File: src/rtl/dnoc_itf_dma_wr_nbuf.sv
// DNoC DMA write channel: fills local dmem from NoC write data, either through an NBUF-deep
// buffer ring (core config) or as a single remote fill answered by a write response.
module dnoc_itf_dma_wr_nbuf #(
    parameter int unsigned DW   = 256,
    parameter int unsigned AW   = 13,
    parameter int unsigned NAW  = 25,
    parameter int unsigned NBUF = 2,
    parameter int unsigned LOOP = 4,
    parameter int unsigned FW   = 11
) (
    input  logic                 clk_i,
    input  logic                 rst_i,
    input  logic                 c_req_i,
    output logic                 c_gnt_o,
    input  logic [NBUF*AW-1:0]   c_buf_base_i,
    input  logic [NBUF*AW-1:0]   c_buf_len_i,
    input  logic                 c_buf_en_i,
    input  logic [FW-1:0]        c_fill_num_i,
    input  logic [NAW-1:0]       c_noc_base_i,
    input  logic [LOOP*AW-1:0]   c_loop_len_i,
    input  logic [LOOP*AW-1:0]   c_loop_gap_i,
    input  logic                 n_req_i,
    output logic                 n_gnt_o,
    input  logic [AW-1:0]        n_base_i,
    input  logic [AW-1:0]        n_len_i,
    input  logic [3:0]           n_src_id_i,
    input  logic                 n_resp_sel_i,
    input  logic [LOOP*AW-1:0]   n_loop_len_i,
    input  logic [LOOP*AW-1:0]   n_loop_gap_i,
    input  logic [NBUF-1:0]      buf_busy_i,
    output logic [NBUF-1:0]      buf_wr_done_o,
    input  logic                 abort_i,
    input  logic [DW-1:0]        in_data_i,
    input  logic                 in_valid_i,
    output logic                 in_ready_o,
    output logic                 out_req_o,
    input  logic                 out_gnt_i,
    output logic [NAW-1:0]       out_base_addr_o,
    output logic [AW-1:0]        out_len_o,
    output logic                 out_mode_o,
    output logic                 out_resp_sel_o,
    output logic                 done_o,
    output logic                 aborted_o,
    output logic                 mem_wr_en_o,
    output logic [AW-1:0]        mem_wr_addr_o,
    output logic [DW-1:0]        mem_wr_data_o
);
    localparam int unsigned BIW = (NBUF > 1) ? $clog2(NBUF) : 1;
    localparam int unsigned CW  = FW + 1;

    typedef enum logic [2:0] {StIdle, StBufCheck, StRdReq, StWr, StResp} state_e;

    state_e                  state_q, state_d;
    logic [NBUF-1:0][AW-1:0] buf_base_q, buf_base_d, buf_len_q, buf_len_d;
    logic [LOOP-1:0][AW-1:0] loop_len_q, loop_len_d, loop_gap_q, loop_gap_d;
    logic [LOOP-1:0][AW-1:0] idx_q, idx_d, row_q, row_d;
    logic                    buf_en_q, buf_en_d;
    logic [FW-1:0]           fill_num_q, fill_num_d;
    logic [CW-1:0]           fill_cnt_q, fill_cnt_d;
    logic [AW-1:0]           beat_cnt_q, beat_cnt_d;
    logic [BIW-1:0]          buf_idx_q, buf_idx_d;
    logic [NAW-1:0]          out_base_q, out_base_d;
    logic                    out_mode_q, out_mode_d, resp_sel_q, resp_sel_d;
    logic                    aborted_q, aborted_d;
    logic                    accept, gen_load, wrapped;
    logic [AW-1:0]           gen_base, cur_base, cur_len, step;
    logic                    unused_gap0;

    assign cur_base        = buf_base_q[buf_idx_q];
    assign cur_len         = buf_len_q[buf_idx_q];
    assign out_len_o       = cur_len;
    assign out_base_addr_o = out_base_q;
    assign out_mode_o      = out_mode_q;
    assign out_resp_sel_o  = resp_sel_q;
    assign aborted_o       = aborted_q;
    assign mem_wr_data_o   = in_data_i;
    assign mem_wr_addr_o   = row_q[0] + idx_q[0];
    assign unused_gap0     = ^loop_gap_q[0];

    always_comb begin
        state_d       = state_q;
        buf_base_d    = buf_base_q;
        buf_len_d     = buf_len_q;
        loop_len_d    = loop_len_q;
        loop_gap_d    = loop_gap_q;
        buf_en_d      = buf_en_q;
        fill_num_d    = fill_num_q;
        fill_cnt_d    = fill_cnt_q;
        beat_cnt_d    = beat_cnt_q;
        buf_idx_d     = buf_idx_q;
        out_base_d    = out_base_q;
        out_mode_d    = out_mode_q;
        resp_sel_d    = resp_sel_q;
        aborted_d     = 1'b0;
        c_gnt_o       = 1'b0;
        n_gnt_o       = 1'b0;
        in_ready_o    = 1'b0;
        mem_wr_en_o   = 1'b0;
        out_req_o     = 1'b0;
        done_o        = 1'b0;
        buf_wr_done_o = '0;
        accept        = 1'b0;
        gen_load      = 1'b0;
        gen_base      = cur_base;
        // Outputs stay quiet while reset is held so a mid-transaction reset emits no pulses.
        if (!rst_i) begin
            if (abort_i && state_q != StIdle) begin
                state_d    = StIdle;
                beat_cnt_d = '0;
                fill_cnt_d = '0;
                buf_idx_d  = '0;
                aborted_d  = 1'b1;
            end else begin
                case (state_q)
                    StIdle: begin
                        if (c_req_i) begin
                            c_gnt_o    = 1'b1;
                            buf_base_d = c_buf_base_i;
                            buf_len_d  = c_buf_len_i;
                            buf_en_d   = c_buf_en_i;
                            fill_num_d = c_fill_num_i;
                            loop_len_d = c_loop_len_i;
                            loop_gap_d = c_loop_gap_i;
                            out_base_d = c_noc_base_i;
                            out_mode_d = 1'b0;
                            buf_idx_d  = '0;
                            fill_cnt_d = '0;
                            beat_cnt_d = '0;
                            state_d    = StRdReq;
                        end else if (n_req_i) begin
                            n_gnt_o       = 1'b1;
                            buf_base_d[0] = n_base_i;
                            buf_len_d[0]  = n_len_i;
                            buf_en_d      = 1'b0;
                            fill_num_d    = '0;
                            loop_len_d    = n_loop_len_i;
                            loop_gap_d    = n_loop_gap_i;
                            out_base_d    = NAW'({n_src_id_i, {AW{1'b0}}});
                            out_mode_d    = 1'b1;
                            resp_sel_d    = n_resp_sel_i;
                            buf_idx_d     = '0;
                            fill_cnt_d    = '0;
                            beat_cnt_d    = '0;
                            gen_load      = 1'b1;
                            gen_base      = n_base_i;
                            state_d       = StWr;
                        end
                    end
                    StRdReq: begin
                        out_req_o = 1'b1;
                        gen_load  = 1'b1;
                        if (out_gnt_i) state_d = StWr;
                    end
                    StWr: begin
                        in_ready_o  = in_valid_i;
                        mem_wr_en_o = in_valid_i;
                        accept      = in_valid_i;
                        if (in_valid_i) begin
                            if (beat_cnt_q == cur_len) begin
                                beat_cnt_d = '0;
                                if (out_mode_q) begin
                                    state_d = StResp;
                                end else begin
                                    buf_wr_done_o[buf_idx_q] = buf_en_q;
                                    out_base_d = out_base_q + NAW'(cur_len) + NAW'(1);
                                    fill_cnt_d = fill_cnt_q + CW'(1);
                                    buf_idx_d  = (buf_idx_q == BIW'(NBUF - 1)) ? '0
                                                                               : buf_idx_q + BIW'(1);
                                    state_d    = StBufCheck;
                                end
                            end else begin
                                beat_cnt_d = beat_cnt_q + AW'(1);
                            end
                        end
                    end
                    StBufCheck: begin
                        if (!buf_en_q || fill_cnt_q == ({1'b0, fill_num_q} + CW'(1))) begin
                            done_o     = 1'b1;
                            fill_cnt_d = '0;
                            state_d    = StIdle;
                        end else if (!buf_busy_i[buf_idx_q]) begin
                            state_d = StRdReq;
                        end
                    end
                    StResp: begin
                        out_req_o = 1'b1;
                        if (out_gnt_i) begin
                            done_o  = 1'b1;
                            state_d = StIdle;
                        end
                    end
                    default: state_d = StIdle;
                endcase
            end
        end
    end

    // Row-start registers: row_q[k] is the address where level k's current iteration began.
    always_comb begin
        idx_d   = idx_q;
        row_d   = row_q;
        wrapped = 1'b1;
        step    = '0;
        if (gen_load) begin
            idx_d = '0;
            row_d = {LOOP{gen_base}};
        end else if (accept) begin
            for (int k = 0; k < LOOP; k++) begin
                if (wrapped) begin
                    if (idx_q[k] != loop_len_q[k]) begin
                        wrapped  = 1'b0;
                        idx_d[k] = idx_q[k] + AW'(1);
                        if (k != 0) begin
                            step = row_q[k] + loop_gap_q[k];
                            for (int j = 0; j <= k; j++) row_d[j] = step;
                        end
                    end else begin
                        idx_d[k] = '0;
                    end
                end
            end
            if (wrapped) row_d = {LOOP{cur_base}};
        end
    end

    always_ff @(posedge clk_i) begin
        if (rst_i) begin
            state_q    <= StIdle;
            buf_base_q <= '0;
            buf_len_q  <= '0;
            loop_len_q <= '0;
            loop_gap_q <= '0;
            idx_q      <= '0;
            row_q      <= '0;
            buf_en_q   <= 1'b0;
            fill_num_q <= '0;
            fill_cnt_q <= '0;
            beat_cnt_q <= '0;
            buf_idx_q  <= '0;
            out_base_q <= '0;
            out_mode_q <= 1'b0;
            resp_sel_q <= 1'b0;
            aborted_q  <= 1'b0;
        end else begin
            state_q    <= state_d;
            buf_base_q <= buf_base_d;
            buf_len_q  <= buf_len_d;
            loop_len_q <= loop_len_d;
            loop_gap_q <= loop_gap_d;
            idx_q      <= idx_d;
            row_q      <= row_d;
            buf_en_q   <= buf_en_d;
            fill_num_q <= fill_num_d;
            fill_cnt_q <= fill_cnt_d;
            beat_cnt_q <= beat_cnt_d;
            buf_idx_q  <= buf_idx_d;
            out_base_q <= out_base_d;
            out_mode_q <= out_mode_d;
            resp_sel_q <= resp_sel_d;
            aborted_q  <= aborted_d;
        end
    end

endmodule

File: config.mk
export PLATFORM = sky130hd
export DESIGN_NAME = dnoc_itf_dma_wr_nbuf
export DESIGN_NICKNAME = d
export VERILOG_FILES = /design/src/rtl/dnoc_itf_dma_wr_nbuf.sv
export SDC_FILE = /design/constraint.sdc
export NUM_CORES = 1
export LEC_CHECK = 0
export CORE_AREA = 2 2 354 356
export CTS_CLUSTER_SIZE = 30
export DETAILED_ROUTE_END_ITERATION = 7
export DIE_AREA = 0 0 356 358
export DONT_BUFFER_PORTS = 1
export HOLD_SLACK_MARGIN = 0.08
export PLACE_DENSITY = 0.36
export SLEW_MARGIN = 10
export SYNTH_ARGS = -nofsm -noshare
export SYNTH_HDL_FRONTEND = slang
export SYNTH_SLANG_ARGS = --single-unit
File: constraint.sdc
create_clock -name clk_i -period 3.78 [get_ports clk_i]
set_clock_uncertainty 0.15 [all_clocks]
set_input_delay 1.134 -clock clk_i [delete_from_list [all_inputs] [get_ports clk_i]]
set_output_delay 1.134 -clock clk_i [all_outputs]
set_load 0.005 [all_outputs]
==> flow_metrics.env <==
export IMPL_outcome="finished, violations left"
export IMPL_violations="negative setup slack"
export IMPL_syn_num_nets=3185
export IMPL_io_pins=911
export IMPL_required_ns=2.50
export IMPL_rsz0062_at_grt="true"
export IMPL_final_antenna_net_count=0
export IMPL_synthCells=2519
export IMPL_report_final_hold_viol_count=0
export IMPL_wl_per_cell_um=21.41
export IMPL_slew_viol_final=0
export IMPL_maxCapViolations=0
export IMPL_power_leakage_nw=8.963
export IMPL_finalCriticalPeriod_ns=4.174
export IMPL_fin_nets=2974
export IMPL_reg2reg_depth=17
export IMPL_r2r_end="out_base_addr_o[22]"
export IMPL_cts_htree_levels=2
export IMPL_gp_congestion=0.7950
export IMPL_die_x_um=356
export IMPL_synth_flop_cell="dfxtp_1"
export IMPL_synthSimpleGateAreaFrac_pct=17.78
export IMPL_fillers=13840
export IMPL_cts_hold_buf=0
export IMPL_rows=129
export IMPL_syn_to_final_growth_pct=13.26
export IMPL_syn_area_per_cell_um2=8.133
export IMPL_grt_pass1_vias=16760
export IMPL_clk_pin_slew_ns=0.06
export IMPL_fp_dieArea_um2=127400
export IMPL_synth_common_cells="nor2_1, dfxtp_1, buf_4"
export IMPL_synth_xor_area_share_pct=7.268
export IMPL_finalNonFillerCells=3986
export IMPL_fin_crit_sh_pct=110.4
export IMPL_min_path_cells=2
export IMPL_synth_seq_area_share_pct=30.88
export IMPL_grt_pass1_wl_mm=121.0
export IMPL_drtIter0Drc=862
export IMPL_hold_class="reg2reg"
export IMPL_async_reset_ff_share_pct=0
export IMPL_clockRootBuffer="clkbuf_16"
export IMPL_cts_tree="built"
export IMPL_tightest_slew_ns=0.7606
export IMPL_dp_hpwl_mm=64.47
export IMPL_synthMuxAreaShare_pct=8.385
export IMPL_critPathTopFamily="compound AO/OA/AOI/OAI gates"
export IMPL_drc=0
export IMPL_fin_ws_ns=-0.3944
export IMPL_max_freq_ghz=0.2396
export IMPL_crit_arrival_ns=2.89
export IMPL_crit_top_cell="o21ai_2"
export IMPL_syn_area_um2=20490
export IMPL_start_util_pct=16.61
export IMPL_setup_viol=10
export IMPL_synth_top_family_by_area="compound AO/OA/AOI/OAI gates"
export IMPL_synth_compound_area_share_pct=18.53
export IMPL_antenna_found_initial=10
export IMPL_drt_total_wl_mm=85.32
export IMPL_critical_path_max_stage_delay_ns=0.35
export IMPL_crit_fanout=2
export IMPL_dp_cells=3881
export IMPL_path_cells="ha_4 -> inv_2 -> fa_2 -> nor2b_1 -> o21ai_2 -> a21boi_2 -> o21ai_2 -> a21oi_2 -> a41o_1 -> o41a_1 -> xnor2_2 -> buf_4 -> buf_6"
export IMPL_ir_worst_vdd_v=0.0006335
export IMPL_cp_num_buf_inv=3
export IMPL_synth_most_common_cell="nor2_1"
export IMPL_hold_start="buf_len_q[15]"
export IMPL_track_usage_pct=12.91
export IMPL_r2r_slack_ns=0.22
export IMPL_vias=17020
export IMPL_cpMaxStageDelayCell="dfxtp_2"
export IMPL_clock_path_buffers=3
export IMPL_cts_inserted_buffers=47
export IMPL_drt_pass1_iter_count=5
export IMPL_cp_start_kind="flop"
export IMPL_core_area_um2=123300
export IMPL_yosysTopAreaCell="dfxtp_1"
export IMPL_critical_path_class="reg2out"
export IMPL_die_h_um=358
export IMPL_ys_types=74
export IMPL_cp_end_kind="output port"
export IMPL_io_buffer_count=0
export IMPL_synth_edff_count=0
export IMPL_cts_sinks=316
export IMPL_whs_ns=0.3060
export IMPL_timing_rr_start="buf_idx_q"
export IMPL_synthTopCellsByArea="dfxtp_1, buf_4, mux2i_1, nor2_1, a211oi_1"
export IMPL_synth_seq_cells=316
export IMPL_grt_start_max_net_pins=217
export IMPL_yosysWarnings=0
export IMPL_vias_per_cell=4.270
export IMPL_synthAdderAreaFrac_pct=4.642
export IMPL_slew_headroom_pct=49.30
export IMPL_yosysTopAreaCellShare_pct=30.88
export IMPL_drive_gt1_share_pct=13.07
export IMPL_grt_overflow_total=0
export IMPL_clock_latency_ns=0.63
export IMPL_powerDensity_nw_per_um2=643.3
export IMPL_holdPathEnd="buf_len_q[15]"
export IMPL_tns_ns=-2.005
## stage by stage
stage	total power (W)	instance area (um^2)	setup WS [ns]	utilization (%)
after floorplan	0.008379	20490	0.05694	-
after global placement	0.01028	21090	-0.2565	17.10
after detailed placement	0.01029	21090	-0.2182	17.10
after CTS	0.01526	23060	-0.4648	18.70
after global routing	0.01604	23200	-0.5684	18.81
final	0.01493	23200	-0.3944	18.82
## worst register-to-register path, stage by stage (launching register included)
cell	delay, ns
dfxtp_2	0.34
buf_12	0.15
buf_12	0.14
buf_4	0.12
mux2i_1	0.16
buf_4	0.14
buf_4	0.14
ha_4	0.15
inv_1	0.05
fa_1	0.39
a21o_1	0.18
a21oi_2	0.17
o21ai_2	0.09
a41o_1	0.29
a21oi_2	0.21
mux2_2	0.35
o211ai_1	0.15
a21oi_1	0.08
## registers in the layout, indices dropped and copies added, names as in the netlist
register,count
out_base_addr_o,25
buf_en_q,1
beat_cnt_q,13
buf_idx_q,1
buf_len_q,26
buf_base_q,26
aborted_o,1
idx_q,52
loop_gap_q,39
out_resp_sel_o,1
row_q,52
fill_cnt_q,12
loop_len_q,52
fill_num_q,11
out_mode_o,1
state_q,3
## cell families (layout without fill, tap and decap cells)
kind of cell / Yosys count / in the layout
simple gates: 802 / 802
compound gates: 567 / 567
buf+inv: 422 / 245
flops: 316 / 316
xor+xnor: 170 / 170
mux: 169 / 169
fa+ha+maj: 73 / 73
other cells: 0 / 7
## power breakdown
group          internal, W  switching [W]
clock              0.00283        0.00190
combinational      0.00207        0.00333
sequential         0.00405       0.000747
## how the worst max path moves through the flow
| stage | startpoint | to | slack [ns] | cells after the start |
|---|---|---|---|---|
| 2_1_floorplan | in_valid_i | buf_wr_done_o[0] | 0.06 | 8 |
| 3_3_place_gp | idx_q[0] | mem_wr_addr_o[12] | -0.26 | 13 |
| 4_1_cts | idx_q[0] | mem_wr_addr_o[12] | -0.46 | 13 |
| 3_5_place_dp | idx_q[0] | mem_wr_addr_o[12] | -0.22 | 13 |
| 5_1_grt | idx_q[0] | mem_wr_addr_o[12] | -0.57 | 13 |
| 6_report | idx_q[0] | mem_wr_addr_o[12] | -0.39 | 13 |
## routing by layer
metal	routed length, um	vias to the layer above	part of all wire, %	track usage (%)
met5	13	-	0.015	0
met2	39240	511	46	21.10
met3	5153	237	6.0	2.885
li1	-	8330	-	-
met4	4508	2	5.3	6.987
met1	36400	7940	43	15.74
## placed cells by master (no fill, tap or decap), drive strengths merged, types with 7 or more instances in the layout
master	n
nor2	336
dfxtp	316
nand2	196
a211oi	152
mux2i	148
a21oi	130
buf	126
xor2	108
o21ai	95
ha	68
clkbuf	63
xnor2	62
nand3	53
nor3	47
inv	36
nand4	32
and3	25
a31oi	24
a21o	23
or3	22
mux2	21
nor4	19
o21a	15
a22oi	15
a311oi	15
and2	14
clkinv	13
o31ai	12
nand2b	12
o21bai	11
nor3b	10
o221a	10
nor2b	10
or4	10
o211ai	8
diode	7
a211o	7
a221oi	7
## area by class of cell
cell class	count	area (um^2)	share of cell area (%)
inverters	36	135.1	0.5824
clock inverters	20	321.6	1.386
flip-flops and latches	316	6347	27.36
clock buffers	63	1296	5.586
multi-input cells	1781	11940	51.44
well taps	1637	2048	8.827
repair buffers	126	1101	4.745
diodes	7	17.52	0.07549
## repair_timing
action                                  4_1_cts  5_1_grt
endpoints found under the setup margin       10       18
endpoints found under the hold margin         0        0
pin swaps                                    12       11
buffers inserted                              9        7
resized for setup                            75       20
(Power assumes the default switching activity.)
